--- config.mk ---
export PLATFORM = sky130hd
export DESIGN_NAME = strobe_timer_array
export DESIGN_NICKNAME = d
export VERILOG_FILES = /design/src/rtl/strobe_timer_pkg.sv /design/src/rtl/strobe_timer_channel.sv /design/src/rtl/strobe_timer_array.sv
export SDC_FILE = /design/constraint.sdc
export NUM_CORES = 1
export LEC_CHECK = 0
export BUFFER_PORTS_ARGS = -buffer_cell sky130_fd_sc_hd__buf_2
export CORE_MARGIN = 10
export CORE_UTILIZATION = 67
export CTS_CLUSTER_SIZE = 40
export DETAILED_ROUTE_END_ITERATION = 8
export GPL_TIMING_DRIVEN = 0
export PLACE_DENSITY = 0.95
export SLEW_MARGIN = 5
export SYNTH_ARGS = -nofsm -noshare
export SYNTH_HDL_FRONTEND = slang
export SYNTH_SLANG_ARGS = --single-unit
--- constraint.sdc ---
create_clock -name clk -period 5.9 [get_ports clk]
set_input_delay 0.59 -clock clk [delete_from_list [all_inputs] [get_ports clk]]
set_output_delay 0.59 -clock clk [all_outputs]
set_load 0.005 [all_outputs]
--- src/rtl/strobe_timer_pkg.sv ---
//==============================================================================
// Module : strobe_timer_pkg -- shared mode/state encodings for the strobe timers
// Rev    : 1.0
//==============================================================================
`default_nettype none

package strobe_timer_pkg;

  localparam logic [1:0] MODE_OFF      = 2'b00;
  localparam logic [1:0] MODE_PERIODIC = 2'b01;
  localparam logic [1:0] MODE_ONESHOT  = 2'b10;

  typedef enum logic [0:0] {
    ST_IDLE = 1'b0,
    ST_RUN  = 1'b1
  } state_t;

  // Reserved encoding 2'b11 behaves like off.
  function automatic logic mode_runs(input logic [1:0] mode);
    return (mode == MODE_PERIODIC) || (mode == MODE_ONESHOT);
  endfunction

endpackage

`default_nettype wire

--- src/rtl/strobe_timer_channel.sv ---
//==============================================================================
// Module : strobe_timer_channel -- one tick counter with shadowed period/mode
// Rev    : 1.0
//==============================================================================
`default_nettype none

module strobe_timer_channel
  import strobe_timer_pkg::*;
#(
  parameter int WIDTH = 8
) (
  input  logic             clk,
  input  logic             rst,
  input  logic             tick_en,
  input  logic             start,
  input  logic             cfg_we,
  input  logic [WIDTH-1:0] cfg_period,
  input  logic [1:0]       cfg_mode,
  output logic             strobe,
  output logic             busy,
  output logic             pending_next
);

  localparam logic [WIDTH-1:0] c_ONE = WIDTH'(1);

  state_t           r_state, w_state_d;
  logic [WIDTH-1:0] r_count, w_count_d;
  logic [WIDTH-1:0] r_period, w_period_d;
  logic [WIDTH-1:0] r_sh_period, w_sh_period_d;
  logic [1:0]       r_mode, w_mode_d;
  logic [1:0]       r_sh_mode, w_sh_mode_d;
  logic             r_pending, w_pending_d;
  logic             r_strobe, w_strobe_d;

  logic             w_wrap;
  logic [WIDTH-1:0] w_eff_period;
  logic [1:0]       w_eff_mode;
  logic             w_eff_runs;

  assign w_wrap       = (r_state == ST_RUN) && tick_en && (r_count == r_period);
  // Config in force after a wrap/restart: the shadow if one is waiting.
  assign w_eff_period = r_pending ? r_sh_period : r_period;
  assign w_eff_mode   = r_pending ? r_sh_mode   : r_mode;
  assign w_eff_runs   = mode_runs(w_eff_mode) && (w_eff_period != '0);

  always_ff @(posedge clk) begin
    if (rst) begin
      r_state     <= ST_IDLE;
      r_count     <= c_ONE;
      r_period    <= '0;
      r_mode      <= MODE_OFF;
      r_sh_period <= '0;
      r_sh_mode   <= MODE_OFF;
      r_pending   <= 1'b0;
      r_strobe    <= 1'b0;
    end else begin
      r_state     <= w_state_d;
      r_count     <= w_count_d;
      r_period    <= w_period_d;
      r_mode      <= w_mode_d;
      r_sh_period <= w_sh_period_d;
      r_sh_mode   <= w_sh_mode_d;
      r_pending   <= w_pending_d;
      r_strobe    <= w_strobe_d;
    end
  end

  always_comb begin
    w_state_d     = r_state;
    w_count_d     = r_count;
    w_period_d    = r_period;
    w_mode_d      = r_mode;
    w_sh_period_d = r_sh_period;
    w_sh_mode_d   = r_sh_mode;
    w_pending_d   = r_pending;
    w_strobe_d    = 1'b0;

    if (r_state == ST_IDLE) begin
      // Start sees the config that was active before this cycle's write.
      if (start && mode_runs(r_mode) && (r_period != '0)) begin
        w_state_d = ST_RUN;
        w_count_d = c_ONE;
      end
      // A shadow left over from a one-shot that ended on its write cycle.
      if (r_pending) begin
        w_period_d  = r_sh_period;
        w_mode_d    = r_sh_mode;
        w_pending_d = 1'b0;
      end
      if (cfg_we) begin
        w_period_d = cfg_period;
        w_mode_d   = cfg_mode;
      end
    end else begin
      if (start || w_wrap) begin
        w_count_d = c_ONE;
        if (r_pending) begin
          w_period_d  = r_sh_period;
          w_mode_d    = r_sh_mode;
          w_pending_d = 1'b0;
        end
        if (!w_eff_runs) begin
          w_state_d = ST_IDLE;
        end else if (!start) begin
          w_strobe_d = 1'b1;
          if (r_mode == MODE_ONESHOT) begin
            w_state_d = ST_IDLE;
          end
        end
      end else if (tick_en) begin
        w_count_d = r_count + c_ONE;
      end
      // Writes to a running channel wait for the next wrap or restart.
      if (cfg_we) begin
        w_sh_period_d = cfg_period;
        w_sh_mode_d   = cfg_mode;
        w_pending_d   = 1'b1;
      end
    end
  end

  assign strobe       = r_strobe;
  assign busy         = (r_state == ST_RUN);
  assign pending_next = w_pending_d;

endmodule

`default_nettype wire

--- src/rtl/strobe_timer_array.sv ---
//==============================================================================
// Module : strobe_timer_array -- CHANNELS strobe timers behind one config port
// Rev    : 1.0
//==============================================================================
`default_nettype none

module strobe_timer_array
  import strobe_timer_pkg::*;
#(
  parameter int WIDTH    = 8,
  parameter int CHANNELS = 4,
  parameter int CH_BITS  = (CHANNELS > 1) ? $clog2(CHANNELS) : 1
) (
  input  logic                clk,
  input  logic                rst,
  input  logic                tick_en,
  input  logic [CHANNELS-1:0] start,
  input  logic                cfg_valid,
  output logic                cfg_ready,
  input  logic [CH_BITS-1:0]  cfg_chan,
  input  logic [WIDTH-1:0]    cfg_period,
  input  logic [1:0]          cfg_mode,
  output logic [CHANNELS-1:0] strobe,
  output logic [CHANNELS-1:0] busy
);

  logic                r_ready;
  logic                w_xfer;
  logic [CHANNELS-1:0] w_pending_next;

  assign w_xfer    = cfg_valid && r_ready;
  assign cfg_ready = r_ready;

  // Ready tracks next-cycle pending so a second write can never slip in.
  always_ff @(posedge clk) begin
    if (rst) begin
      r_ready <= 1'b0;
    end else begin
      r_ready <= ~(|w_pending_next);
    end
  end

  for (genvar gi = 0; gi < CHANNELS; gi++) begin : g_chan
    logic w_we;
    // Out-of-range channel indices match no instance and are dropped.
    assign w_we = w_xfer && (cfg_chan == CH_BITS'(gi));

    strobe_timer_channel #(
      .WIDTH (WIDTH)
    ) u_chan (
      .clk          (clk),
      .rst          (rst),
      .tick_en      (tick_en),
      .start        (start[gi]),
      .cfg_we       (w_we),
      .cfg_period   (cfg_period),
      .cfg_mode     (cfg_mode),
      .strobe       (strobe[gi]),
      .busy         (busy[gi]),
      .pending_next (w_pending_next[gi])
    );
  end

endmodule

`default_nettype wire
# Word level (Yosys, flattened, before mapping)
# Index checks and enable logic that the tools add are counted.
dict set report totals {
  regBits 125
  in_bits 20
  out_inout_bits 9
  elab_cells 232
}
dict set report op_classes {
  n_addsub 4
  n_eq_ne 31
  muxes 88
  bitwise 13
  n_reduce_logical 63
}
# op n
set ops {}
lappend ops {{$mux W8} 32}
lappend ops {{$reduce_bool A8 Y1} 8}
lappend ops {{$mux W1} 40}
lappend ops {{$add A8 B1 Y8 const B} 4}
lappend ops {{$eq A8 B8 Y1} 4}
lappend ops {{$mux W2} 16}
lappend ops {{$logic_and A1 B1 Y1} 25}
lappend ops {{$eq A2 B2 Y1 const B} 10}
lappend ops {{$reduce_or A4 Y1} 5}
lappend ops {{$eq A2 B1 Y1 const B} 9}
lappend ops {{$reduce_and A2 Y1} 8}
lappend ops {{$not A1 Y1} 13}
lappend ops {{$logic_or A1 B1 Y1} 12}
lappend ops {{$ne A3 B3 Y1 const B} 4}
lappend ops {{$ne A2 B2 Y1 const B} 4}
lappend ops {{$reduce_bool A2 Y1} 4}
lappend ops {{$logic_not A2 Y1} 1}

# Longest topological paths before layout
dict set report depth {
  ltp_word 8
  mapped_depth 7
  depth_no_buf 6
}

# Modules after synthesis
# Synthesis repeated with hierarchy kept, for this count alone.
dict set report hier_totals {
  hier_cells 764
  hier_area_um2 6515.0
}
# mod n_inst cells_each area_each_um2 seq_area_each_um2
set modules_own_cells {}
lappend modules_own_cells {strobe_timer_channel 4 189 1612.8 620.6}
lappend modules_own_cells {strobe_timer_array 1 8 63.8 20.0}

# Worst setup path after synthesis
# Ideal clock, no wire load.
dict set report synth_timing {
  path_type {input-to-reg}
  startpoint {input cfg_chan[0]}
  endpoint {register g_chan[0].u_chan.r_period[2]}
  setup_ns 0.128
  t_arrival_ns 2.041
  t_required_ns 5.772
  path_slack_ns 3.731
  stages 6
  path_buffers 2
  cell_sequence {clkbuf_1 -> nor4_1 -> clkbuf_1 -> mux2_2 -> mux2i_1 -> nor2_1}
}
dict set report synth_between {
  elab_chain_len 4
}
# element line
set synth_lines {}
lappend synth_lines {{from (decl)} strobe_timer_array.sv:20} ;# input logic [CH_BITS-1:0] cfg_chan,
lappend synth_lines {{$logic_not A2 Y1} strobe_timer_array.sv:46} ;# assign w_we = w_xfer && (cfg_chan == CH_BITS'(gi));
lappend synth_lines {{$logic_and A1 B1 Y1} strobe_timer_array.sv:46}
lappend synth_lines {{$mux W8} strobe_timer_channel.sv:90} ;# if (cfg_we) begin
lappend synth_lines {{$mux W8} strobe_timer_channel.sv:78} ;# if (r_state == ST_IDLE) begin
lappend synth_lines {{to (signal assigned)} strobe_timer_channel.sv:59} ;# r_period <= w_period_d;
lappend synth_lines {{to (decl)} strobe_timer_channel.sv:28} ;# logic [WIDTH-1:0] r_period, w_period_d;
# No other way between the ends.
# A chain may end at the register's enable or synchronous reset.

# Worst setup path in the final report
dict set report layout_timing {
  startpoint {register g_chan[2].u_chan.r_mode[0]}
  endpoint {register g_chan[2].u_chan.r_count[4]}
}
dict set report layout_between {
  elab_chain_len 6
  elab_cells_between_ends 7
  cone_classes {eq/ne (2); reduce/logical (5)}
}
# element line
set layout_lines {}
lappend layout_lines {{from (decl)} strobe_timer_channel.sv:30} ;# logic [1:0] r_mode, w_mode_d;
lappend layout_lines {{from (signal assigned)} strobe_timer_channel.sv:60} ;# r_mode <= w_mode_d;
lappend layout_lines {{$eq A2 B1 Y1 / $eq A2 B2 Y1 (equally long branches)} strobe_timer_pkg.sv:20} ;# return (mode == MODE_PERIODIC) || (mode == MODE_ONESHOT);
lappend layout_lines {{$logic_or A1 B1 Y1 (*)} strobe_timer_pkg.sv:20}
lappend layout_lines {{$logic_and A1 B1 Y1 (*) (2 in series)} strobe_timer_channel.sv:80} ;# if (start && mode_runs(r_mode) && (r_period != '0)) begin
lappend layout_lines {{$reduce_bool A2 Y1 (no source line) (*)} -}
lappend layout_lines {{$reduce_and A2 Y1 (no source line) (*)} -}
lappend layout_lines {{to (signal assigned)} strobe_timer_channel.sv:49} ;# r_count <= c_ONE;
lappend layout_lines {{to (signal assigned)} strobe_timer_channel.sv:58} ;# r_count <= w_count_d;
lappend layout_lines {{to (decl)} strobe_timer_channel.sv:27} ;# logic [WIDTH-1:0] r_count, w_count_d;
# Mark *: on every way between the ends. The rest lies on a longest branch, timed or not.

==> flow_summary.json <==
{
  "ys_ff_latch": 125,
  "hold_viol_final": 0,
  "viasPerCell": 6.74,
  "syn-num-nets": 777,
  "pwr-share-clk_pct": 48.6,
  "layout-drive-gt1-share_pct": 12.6,
  "synthSimpleGateAreaFrac_pct": 20.2,
  "worst_pin_slew_ns": 1.34,
  "path_clk_slew_ns": 0.06,
  "whs_path_depth": 2,
  "comb_power_share_pct": 6.6,
  "grt_overflow_total": 0,
  "syn_to_final_growth_pct": 12.4,
  "fin_setup_tns_ns": 0,
  "worstSkewPairLatency_ns": 0.53,
  "synth_compound_area_share_pct": 19.5,
  "dp_hpwl_um": 12600,
  "post-route-min-period_ns": 2.64,
  "r2r_slack_ns": 3.26,
  "num_antenna_cells": 0,
  "start_util_pct": 69.7,
  "final_cell_mix": "dfxtp_1 (125), nor2_1 (86), inv_1 (51)",
  "clk_path_buf_depth": 2,
  "period_share_pct": 44.8,
  "clock_sinks": 125,
  "grt_pass1_vias": 6157,
  "drt_wl_total_um": 18800,
  "grt_pass1_wl_um": 30900,
  "dieArea_um2": 14100,
  "cts_htree_levels": 4,
  "netlist_area_um2": 6530,
  "dr.pass1.iters": 5,
  "pin_count": 29,
  "avgRoutedWirePerCell_um": 20.1,
  "core_um2": 9370,
  "critPathRequiredTime_ns": 6.32,
  "yosys_warnings": 0,
  "postCtsSetupBuffers": 0,
  "synth_edf_count": 0,
  "cp-start-kind": "flop",
  "final_area_um2": 7340,
  "p_per_area_nw_per_um2": 264,
  "vias": 6287,
  "final_util_pct": 78.3,
  "grt_util_all_layers_pct": 26.3,
  "layout.nets": 822,
  "async_flop_share_pct": 0,
  "p_sw_uw": 471,
  "yosysUniqueCellTypes": 65,
  "drc": 0,
  "ys.flop_type": "dfxtp_1",
  "critPathCaptureType": "flop",
  "yosys.area_share.adder_pct": 1.53,
  "outcome": "finished, final reports clean",
  "fp.dieW_um": 119,
  "timing.rr.end": "g_chan[2].u_chan.r_count[4]",
  "dieHeight_um": 119,
  "r2r.worst_path.cells": 6,
  "cts_made_buffers": 17,
  "cts_tree": "built",
  "dr.first_iter.drc_count": 721,
  "p_int_mw": 1.47,
  "yosys.area_share.xor_xnor_pct": 5.23,
  "min-delay-start": "start[3]",
  "avgSynthCellArea_um2": 8.72,
  "criticalPathCategory": "flop to flop",
  "postCtsResizedCells": 0,
  "holdPathEnd": "g_chan[3].u_chan.strobe",
  "clock-root-buffer": "clkbuf_8",
  "ir_drop_mv": 0.182,
  "ant_nets": 0,
  "fillers": 558,
  "rr_startpoint": "g_chan[2].u_chan.r_mode[0]",
  "muxShareOfSynthArea_pct": 8.72,
  "cts_hold_buf": 0,
  "maxCapViolations": 0,
  "pwr-share-seq_pct": 44.8,
  "path_max_fanout": 7,
  "swShare_pct": 24.3,
  "max_freq_ghz": 0.378,
  "yosysSeqAreaShare_pct": 38.3,
  "skew_ns": 0.00787,
  "arrival_ns": 3.07,
  "relSlewSlack_pct": 10.3,
  "report.final.slew_viol_count": 0,
  "gp_congestion": 0.903,
  "std_cell_rows": 35,
  "post_dp_cell_area_um2": 6820,
  "synth_top_family_by_area": "simple AND/OR/NAND/NOR gates",
  "syn_inst": 749,
  "antenna_found_initial": 0,
  "layout_commonest_cell": "dfxtp_1",
  "hp-class": "primary input to flop",
  "io_buffer_count": 26,
  "setup_violations": 0,
  "rsz0062_at_grt": "no",
  "grt_max_degree": 17,
  "p_leak_nw": 2.97
}
==> through the flow <==
stage	power, mW	cells	hold slack, ns	setup WS (ns)
after detailed placement	1.01	904	0.481	3.16
after floorplan	0.959	749	0.458	3.73
after global routing	1.97	933	0.287	3.17
final	1.94	933	0.271	3.26
after global placement	0.999	904	0.473	3.21
after CTS	1.92	933	0.269	3.33
==> cell families (layout without fill, tap and decap cells) <==
group	Yosys count	count (layout)
and+or+nand+nor	253	253
AOI/OAI and AO/OA	168	168
DFF	125	125
buffers and inverters	100	155
muxes	56	56
xor gates and xnor gates	39	39
adders and majority gates	8	8
==> worst max-delay path by stage <==
stage	cells past startpoint	slack, ns	to	start
CTS	6	3.33	g_chan[2].u_chan.r_count[4]	g_chan[2].u_chan.r_mode[0]
global placement	8	3.21	g_chan[0].u_chan.r_period[5]	tick_en
detailed placement	8	3.16	g_chan[0].u_chan.r_period[7]	tick_en
global route	6	3.17	g_chan[2].u_chan.r_count[3]	g_chan[2].u_chan.r_mode[0]
floorplan	6	3.73	g_chan[0].u_chan.r_period[2]	cfg_chan[0]
finish	6	3.26	g_chan[2].u_chan.r_count[4]	g_chan[2].u_chan.r_mode[0]
==> cell type report <==
| class | instances | area (um^2) | area share (%) |
|---|---|---|---|
| clock inverter | 8 | 70.1 | 0.955 |
| timing repair buffer | 26 | 130 | 1.77 |
| clock buffer | 21 | 449 | 6.12 |
| inverter | 52 | 195 | 2.66 |
| multi-input combinational | 524 | 3610 | 49.1 |
| tap | 129 | 161 | 2.20 |
| buffer | 48 | 224 | 3.05 |
| sequential | 125 | 2500 | 34.1 |
==> power groups by stage <==
stage          logic [mW]  registers (mW)  clock network [mW]
2_1_floorplan      0.0767           0.882                   0
3_3_place_gp        0.114           0.884                   0
3_5_place_dp        0.120           0.885                   0
4_1_cts             0.123           0.868               0.931
5_1_grt             0.136           0.869               0.970
6_report            0.128           0.868               0.940
==> routing by layer <==
layer	global-route usage [%]	share of wire, %	vias up
met5	0	0	-
met4	13.7	4.6	0
met3	5.47	11	99
met2	44.3	46	441
met1	30.9	38	2927
li1	-	-	2820
==> worst max-delay path: stages (launching register included) <==
cell	delay (ns)
dfxtp_1	0.36
inv_1	0.08
ha_1	0.31
a2111oi_0	0.85
o31ai_1	0.40
a31o_2	0.32
a22o_1	0.22
==> state kept, by name (all words and copies together), names as in the netlist <==
| signal | count |
|---|---|
| cfg_ready | 1 |
| g_chan.u_chan.busy | 4 |
| g_chan.u_chan.r_count | 32 |
| g_chan.u_chan.r_mode | 8 |
| g_chan.u_chan.r_pending | 4 |
| g_chan.u_chan.r_period | 32 |
| g_chan.u_chan.r_sh_mode | 8 |
| g_chan.u_chan.r_sh_period | 32 |
| g_chan.u_chan.strobe | 4 |
==> synth_stat cells (8+ instances only) <==
master | count | area (um^2)
dfxtp_1 | 125 | 2500
nor2_1 | 86 | 323
inv_1 | 51 | 191
mux2i_1 | 49 | 490
o21ai_0 | 39 | 195
nand2_1 | 38 | 143
nand3b_1 | 35 | 263
clkbuf_1 | 27 | 101
a21oi_1 | 23 | 115
nor4_1 | 22 | 138
a221oi_1 | 20 | 175
xor2_1 | 20 | 175
nand3_1 | 19 | 95.1
xnor2_1 | 19 | 166
a21o_1 | 11 | 82.6
a221oi_2 | 10 | 150
a31oi_1 | 8 | 50.1
buf_4 | 8 | 60.1
ha_1 | 8 | 100
nor3_1 | 8 | 40.0
No activity file was read; power rests on OpenSTA's default activity.
